$ cat src/rtl/spi_pkg.sv
// rtl/spi_pkg.sv - shared SPI mode encoding, FSM states and SS polarity helper
package spi_pkg;

    typedef enum logic [1:0] {
        SPI_MODE0 = 2'd0,
        SPI_MODE1 = 2'd1,
        SPI_MODE2 = 2'd2,
        SPI_MODE3 = 2'd3
    } spi_mode_e;

    typedef enum logic {
        IDLE   = 1'b0,
        ACTIVE = 1'b1
    } spi_state_e;

    function automatic spi_mode_e spi_mode_of(input logic cpol, input logic cpha);
        return spi_mode_e'({cpol, cpha});
    endfunction

    function automatic logic ss_is_active(input logic ss, input logic active_low);
        return active_low ? ~ss : ss;
    endfunction

endpackage

$ cat src/rtl/spi_input_sync.sv
// rtl/spi_input_sync.sv - multi-stage pin synchroniser with one extra edge-detect register
module spi_input_sync #(
    parameter int              WIDTH       = 3,
    parameter int              SYNC_STAGES = 2,
    parameter logic [WIDTH-1:0] RESET_VAL  = '0
) (
    input  logic             clk,
    input  logic             rst_n,
    input  logic [WIDTH-1:0] raw,
    output logic [WIDTH-1:0] sync,
    output logic [WIDTH-1:0] prev
);

    logic [WIDTH-1:0] stages [SYNC_STAGES];

    always_ff @(posedge clk or negedge rst_n) begin
        if (!rst_n) begin
            for (int i = 0; i < SYNC_STAGES; i++) begin
                stages[i] <= RESET_VAL;
            end
            prev <= RESET_VAL;
        end else begin
            stages[0] <= raw;
            for (int i = 1; i < SYNC_STAGES; i++) begin
                stages[i] <= stages[i-1];
            end
            prev <= stages[SYNC_STAGES-1];
        end
    end

    assign sync = stages[SYNC_STAGES-1];

endmodule

$ cat src/rtl/spi_slave_mode_driver.sv
// rtl/spi_slave_mode_driver.sv - SPI slave, all four modes, multi-word frames, one-entry MISO buffer
module spi_slave_mode_driver
    import spi_pkg::*;
#(
    parameter logic SS_ACTIVE_LOW = 1'b1,
    parameter logic LSB_FIRST     = 1'b0,
    parameter int   NUM_DATA_BITS = 8,
    parameter logic CPOL          = 1'b0,
    parameter logic CPHA          = 1'b0,
    parameter int   SYNC_STAGES   = 2,
    parameter logic MISO_FILL     = 1'b1
) (
    input  logic                     sys_clk,
    input  logic                     rst,
    input  logic                     miso_send_enable,
    input  logic [NUM_DATA_BITS-1:0] miso_data,
    input  logic                     miso_valid,
    output logic                     miso_ready,
    output logic                     bus_ready,
    output logic                     mosi_new_data,
    output logic [NUM_DATA_BITS-1:0] mosi_data,
    output logic                     frame_abort,
    output logic                     miso_underrun,
    input  logic                     ss_in,
    input  logic                     sclk_in,
    input  logic                     mosi_in,
    output logic                     miso_out,
    output logic                     miso_oe
);

    localparam int        CNT_W         = $clog2(NUM_DATA_BITS + 1);
    localparam spi_mode_e MODE          = spi_mode_of(CPOL, CPHA);
    localparam logic      SHIFT_ON_LEAD = (MODE == SPI_MODE1) || (MODE == SPI_MODE3);
    localparam logic [CNT_W-1:0] LAST_BIT = CNT_W'(NUM_DATA_BITS - 1);
    localparam logic [NUM_DATA_BITS-1:0] FILL_WORD = {NUM_DATA_BITS{MISO_FILL}};

    logic [2:0] pin_sync;
    logic [2:0] pin_prev;
    logic [1:0] unused_prev;

    // Synchronisers reset to the idle pin levels so no false edge or SS is seen after reset.
    spi_input_sync #(
        .WIDTH      (3),
        .SYNC_STAGES(SYNC_STAGES),
        .RESET_VAL  ({SS_ACTIVE_LOW, CPOL, 1'b0})
    ) u_input_sync (
        .clk  (sys_clk),
        .rst_n(rst),
        .raw  ({ss_in, sclk_in, mosi_in}),
        .sync (pin_sync),
        .prev (pin_prev)
    );

    assign unused_prev = {pin_prev[2], pin_prev[0]};

    spi_state_e               state;
    logic                     send_en;
    logic [CNT_W-1:0]         bit_cnt;
    logic [NUM_DATA_BITS-1:0] rx_sr;
    logic [NUM_DATA_BITS-1:0] tx_sr;
    logic [NUM_DATA_BITS-1:0] buf_data;
    logic                     buf_full;
    logic                     load_pending;
    logic                     first_shift;

    logic ss_act, mosi_s, lead_edge, trail_edge, sample_edge, shift_edge;
    logic do_load, load_notify, tx_bit;
    logic [NUM_DATA_BITS-1:0] rx_next, tx_shifted, load_word;

    assign ss_act      = ss_is_active(pin_sync[2], SS_ACTIVE_LOW);
    assign mosi_s      = pin_sync[0];
    assign lead_edge   = (pin_prev[1] == CPOL) && (pin_sync[1] != CPOL);
    assign trail_edge  = (pin_prev[1] != CPOL) && (pin_sync[1] == CPOL);
    assign sample_edge = SHIFT_ON_LEAD ? trail_edge : lead_edge;
    assign shift_edge  = SHIFT_ON_LEAD ? lead_edge : trail_edge;

    assign rx_next    = LSB_FIRST ? {mosi_s, rx_sr[NUM_DATA_BITS-1:1]}
                                  : {rx_sr[NUM_DATA_BITS-2:0], mosi_s};
    assign tx_shifted = LSB_FIRST ? {1'b0, tx_sr[NUM_DATA_BITS-1:1]}
                                  : {tx_sr[NUM_DATA_BITS-2:0], 1'b0};
    assign tx_bit     = LSB_FIRST ? tx_sr[0] : tx_sr[NUM_DATA_BITS-1];
    assign load_word  = buf_full ? buf_data : FILL_WORD;

    // A TX word is loaded at frame start and on the first shift edge after a word boundary.
    assign do_load     = ((state == IDLE) && ss_act)
                       || ((state == ACTIVE) && ss_act && load_pending && shift_edge);
    assign load_notify = (state == IDLE) ? miso_send_enable : send_en;

    always_ff @(posedge sys_clk or negedge rst) begin
        if (!rst) begin
            state         <= IDLE;
            send_en       <= 1'b0;
            bit_cnt       <= '0;
            rx_sr         <= '0;
            tx_sr         <= '0;
            buf_data      <= '0;
            buf_full      <= 1'b0;
            load_pending  <= 1'b0;
            first_shift   <= 1'b0;
            mosi_data     <= '0;
            mosi_new_data <= 1'b0;
            frame_abort   <= 1'b0;
            miso_underrun <= 1'b0;
        end else begin
            mosi_new_data <= 1'b0;
            frame_abort   <= 1'b0;
            miso_underrun <= 1'b0;

            if (miso_valid && !buf_full) begin
                buf_data <= miso_data;
                buf_full <= 1'b1;
            end

            case (state)
                IDLE: begin
                    if (ss_act) begin
                        state        <= ACTIVE;
                        send_en      <= miso_send_enable;
                        bit_cnt      <= '0;
                        load_pending <= 1'b0;
                        first_shift  <= SHIFT_ON_LEAD;
                    end
                end
                ACTIVE: begin
                    if (!ss_act) begin
                        state        <= IDLE;
                        bit_cnt      <= '0;
                        load_pending <= 1'b0;
                        if (bit_cnt != '0) begin
                            frame_abort <= 1'b1;
                            tx_sr       <= '0;
                        end
                    end else begin
                        if (sample_edge) begin
                            rx_sr <= rx_next;
                            if (bit_cnt == LAST_BIT) begin
                                bit_cnt       <= '0;
                                mosi_data     <= rx_next;
                                mosi_new_data <= 1'b1;
                                load_pending  <= 1'b1;
                            end else begin
                                bit_cnt <= bit_cnt + CNT_W'(1);
                            end
                        end
                        // With CPHA=1 the first leading edge only presents bit 0 already in place.
                        if (shift_edge) begin
                            if (load_pending) begin
                                load_pending <= 1'b0;
                            end else if (first_shift) begin
                                first_shift <= 1'b0;
                            end else begin
                                tx_sr <= tx_shifted;
                            end
                        end
                    end
                end
            endcase

            if (do_load) begin
                tx_sr <= load_word;
                if (buf_full) begin
                    buf_full <= 1'b0;
                end else if (load_notify) begin
                    miso_underrun <= 1'b1;
                end
            end
        end
    end

    assign bus_ready  = (state == IDLE);
    assign miso_ready = ~buf_full;
    assign miso_oe    = (state == ACTIVE) && send_en;
    assign miso_out   = miso_oe ? tx_bit : MISO_FILL;

endmodule

$ cat config.mk
export PLATFORM = sky130hd
export DESIGN_NAME = spi_slave_mode_driver
export DESIGN_NICKNAME = d
export VERILOG_FILES = /design/src/rtl/spi_pkg.sv /design/src/rtl/spi_input_sync.sv /design/src/rtl/spi_slave_mode_driver.sv
export SDC_FILE = /design/constraint.sdc
export NUM_CORES = 1
export LEC_CHECK = 0
export CORE_MARGIN = 10
export CORE_UTILIZATION = 45
export DETAILED_ROUTE_END_ITERATION = 10
export PLACE_DENSITY_LB_ADDON = 0.2
export SYNTH_ARGS = -nofsm -noshare
export SYNTH_HDL_FRONTEND = slang
export SYNTH_SLANG_ARGS = --single-unit
$ cat constraint.sdc
create_clock -name sys_clk -period 2.15 [get_ports sys_clk]
set_input_delay 0.3225 -clock sys_clk [delete_from_list [all_inputs] [get_ports sys_clk]]
set_output_delay 0.3225 -clock sys_clk [all_outputs]
set_load 0.01 [all_outputs]
==> flow_summary.yaml <==
clock_network:
  cts_max_level: 2
  clk_latency_ns: 0.30
  clk_pin_slew_ns: 0.09
  clk_path_buf_depth: 2
  clock_sinks: 49
  clockRootBuffer: "clkbuf_8"
  cts_tree: "done"
  numCtsBuffers: 5
sta:
  setup_viol: 0
  rsz0062_at_grt: "no"
  fin_tns_setup_ns: 0
  max_clock_freq_ghz: 0.5223
  worst_slack_ns: 0.2353
  final_hold_viol_count: 0
  relSlewSlack_pct: 63.19
  fin_crit_ns: 1.915
  period_share_pct: 89.05
  fin_skew_ns: 0.01018
  drv_slew: 0
  tightestPinTransition_ns: 0.5522
floorplanning:
  die_w_microns: 87.41
  io_pins: 30
  row_count: 24
  initial_core_util_pct: 46.63
  die_area_sq_um: 7640
  core_sq_um: 4384
  die_h_microns: 87.41
synth:
  yosysWarnings: 0
  synthDistinctLibCells: 32
  syn_area_sq_um: 2044
  ys_seq_area_share_pct: 60.10
  postSynthAreaPerCell_sq_um: 11.82
  synth_nets: 190
  synth-seq-cells: 49
  syn_inst: 173
finish:
  syn_to_final_growth_pct: 23.75
  layout_common_cells: "47 x dfrtp_1, 28 x clkdlybuf4s50_1, 21 x nand2_1"
  drive_gt1_share_pct: 18.48
  layout_commonest_cell: "dfrtp_1"
  nNetsFinal: 227
  antenna_cells: 0
detailed_routing:
  firstDrtPassIters: 4
  drt_wl_total_microns: 3911
  ant_nets: 0
  drc: 0
  vias_per_cell: 5.262
  first_iter_violations: 121
  vias: 1384
  wl_per_cell_microns: 14.87
power_and_ir_drop:
  p_sw_share_pct: 25.46
  ir_drop_uv: 438.9
  p_comb_share_pct: 14.8
  seqPwrFrac_pct: 54.3
  power_density_nw_per_um2: 831.5
  internal_power_uw: 1568
  p_switching_uw: 535.5
  power_frac_clock_pct: 30.9
  p_leak_uw: 0.001134
critical_path:
  crit_required_ns: 1.83
  critPathLaunchType: "flip-flop"
  cp_max_fo: 8
  worstPathArrival_ns: 1.59
  path_class: "reg2out"
  endpoint_kind: "output pin"
status:
  status: "finished, final reports clean"
global_routing:
  grt_usage_pct: 10.92
  overflow: 0
  grt_pass1_vias: 1494
  grt_pass1_wl_microns: 6782
  antenna_found_initial: 0
  grt_max_degree: 23
placement:
  post-place-ws_ns: 0.4335
  dp_hpwl_microns: 2980
  io_buffer_count: 29
  gp_congestion: 0.8070
worst_hold_path:
  hold_path.class: "reg2reg"
run:
  maxCapViolCount: 0
-- cell type report --
type                    count  area [sq um]
fillers                   376          1854
flip-flops and latches     49          1229
multi-input cells         107         750.7
repair buffers             34         325.3
clock buffers               6         72.57
well taps                  52         65.06
inverters                  13         48.80
clock inverters             2         38.79
-- power by group through the flow --
stage / logic (uW) / clock network [uW] / registers [uW]
after floorplan: 213 / 0 / 1130
after global placement: 302 / 0 / 1150
after detailed placement: 315 / 0 / 1160
after CTS: 318 / 669 / 1140
after global routing: 350 / 713 / 1160
final: 312 / 650 / 1140
-- registers in the layout, indices dropped and copies added, names as in the netlist, 3 cells and up --
| register | cells |
|---|---|
| bit_cnt | 4 |
| tx_sr | 8 |
| buf_data | 8 |
| mosi_data | 8 |
| rx_sr | 7 |
| u_input_sync.sync | 3 |
| u_input_sync.stages | 3 |
-- what timing repair did --
action                                 CTS  global route
hold buffers                             1             0
resized for setup                        0             0
buffers inserted                         0             0
endpoints found under the hold margin   20             0
-- routing by layer --
metal  vias to the layer above  routed length [microns]  GRT usage [%]
met2                        24                     1951          17.99
met4                         0                       33          3.333
met1                       689                     1731          12.85
met3                         3                      195          4.120
li1                        668                        -              -
met5                         -                        0              0
-- Yosys cell counts --
library cell | count | area [sq um]
dfrtp_1 | 47 | 1176
nand2_1 | 21 | 78.83
mux2_2 | 16 | 180.2
o21ai_0 | 14 | 70.07
inv_1 | 13 | 48.80
nand3_1 | 8 | 40.04
a31oi_1 | 7 | 43.79
o22a_1 | 7 | 61.31
nor2b_1 | 5 | 31.28
clkbuf_1 | 3 | 11.26
nand2b_1 | 3 | 18.77
nor2_1 | 3 | 11.26
a21oi_1 | 2 | 10.01
a21oi_2 | 2 | 17.52
dfstp_2 | 2 | 52.55
ha_1 | 2 | 25.02
nand3b_2 | 2 | 22.52
xor2_1 | 2 | 17.52
a21o_1 | 1 | 7.510
a31oi_2 | 1 | 12.51
and2_1 | 1 | 6.260
buf_2 | 1 | 5.000
mux2_1 | 1 | 11.26
nand2b_2 | 1 | 8.760
nor2_2 | 1 | 6.260
nor3_1 | 1 | 5.000
nor3_4 | 1 | 16.27
nor3b_1 | 1 | 7.510
o211a_1 | 1 | 10.01
o21a_1 | 1 | 7.510
o21bai_1 | 1 | 7.510
o32ai_2 | 1 | 16.27
-- critical path, stage by stage (launching register included) --
cell and delay [ns]:
dfrtp_1 0.48, and2_1 0.21, nand2b_1 0.07, clkdlybuf4s50_1 0.53
-- through the flow --
step | power [uW] | instances | area, sq um | hold slack [ns] | util [%]
final | 2104 | 263 | 2530 | 0.3617 | 57.71
after floorplan | 1338 | 173 | 2044 | 0.02691 | -
after CTS | 2130 | 263 | 2530 | 0.3664 | 57.71
after global placement | 1453 | 254 | 2409 | 0.3016 | 54.94
after global routing | 2221 | 263 | 2530 | 0.3695 | 57.71
after detailed placement | 1476 | 254 | 2409 | 0.3215 | 54.94
-- kinds of logic (layout without fill, tap and decap cells) --
group	count (synthesis)	after routing	share of synthesized area (%)
compound gates	38	38	12.91
buf+inv	17	55	3.182
mux	17	17	9.363
fa+ha+maj	2	2	1.224
flops	49	49	60.10
simple gates	48	48	12.36
xor+xnor	2	2	0.8569
-- final timing paths --
kind	from	to	slack [ns]	cells after the start
max	state$_DFF_PN0_	miso_out	0.24	3
min	u_input_sync.stages[4]$_DFF_PN0_	u_input_sync.sync[1]$_DFF_PN0_	0.36	0
max reg2reg	bit_cnt[0]$_DFFE_PN0P_	mosi_data[1]$_DFFE_PN0P_	0.43	4
min reg2reg	u_input_sync.stages[4]$_DFF_PN0_	u_input_sync.sync[1]$_DFF_PN0_	0.36	0
max in group asynchronous	rst	u_input_sync.sync[2]$_DFF_PN1_	0.97	3
min in group asynchronous	rst	miso_underrun$_DFF_PN0_	0.50	2
No activity file was read; power rests on OpenSTA's default activity.
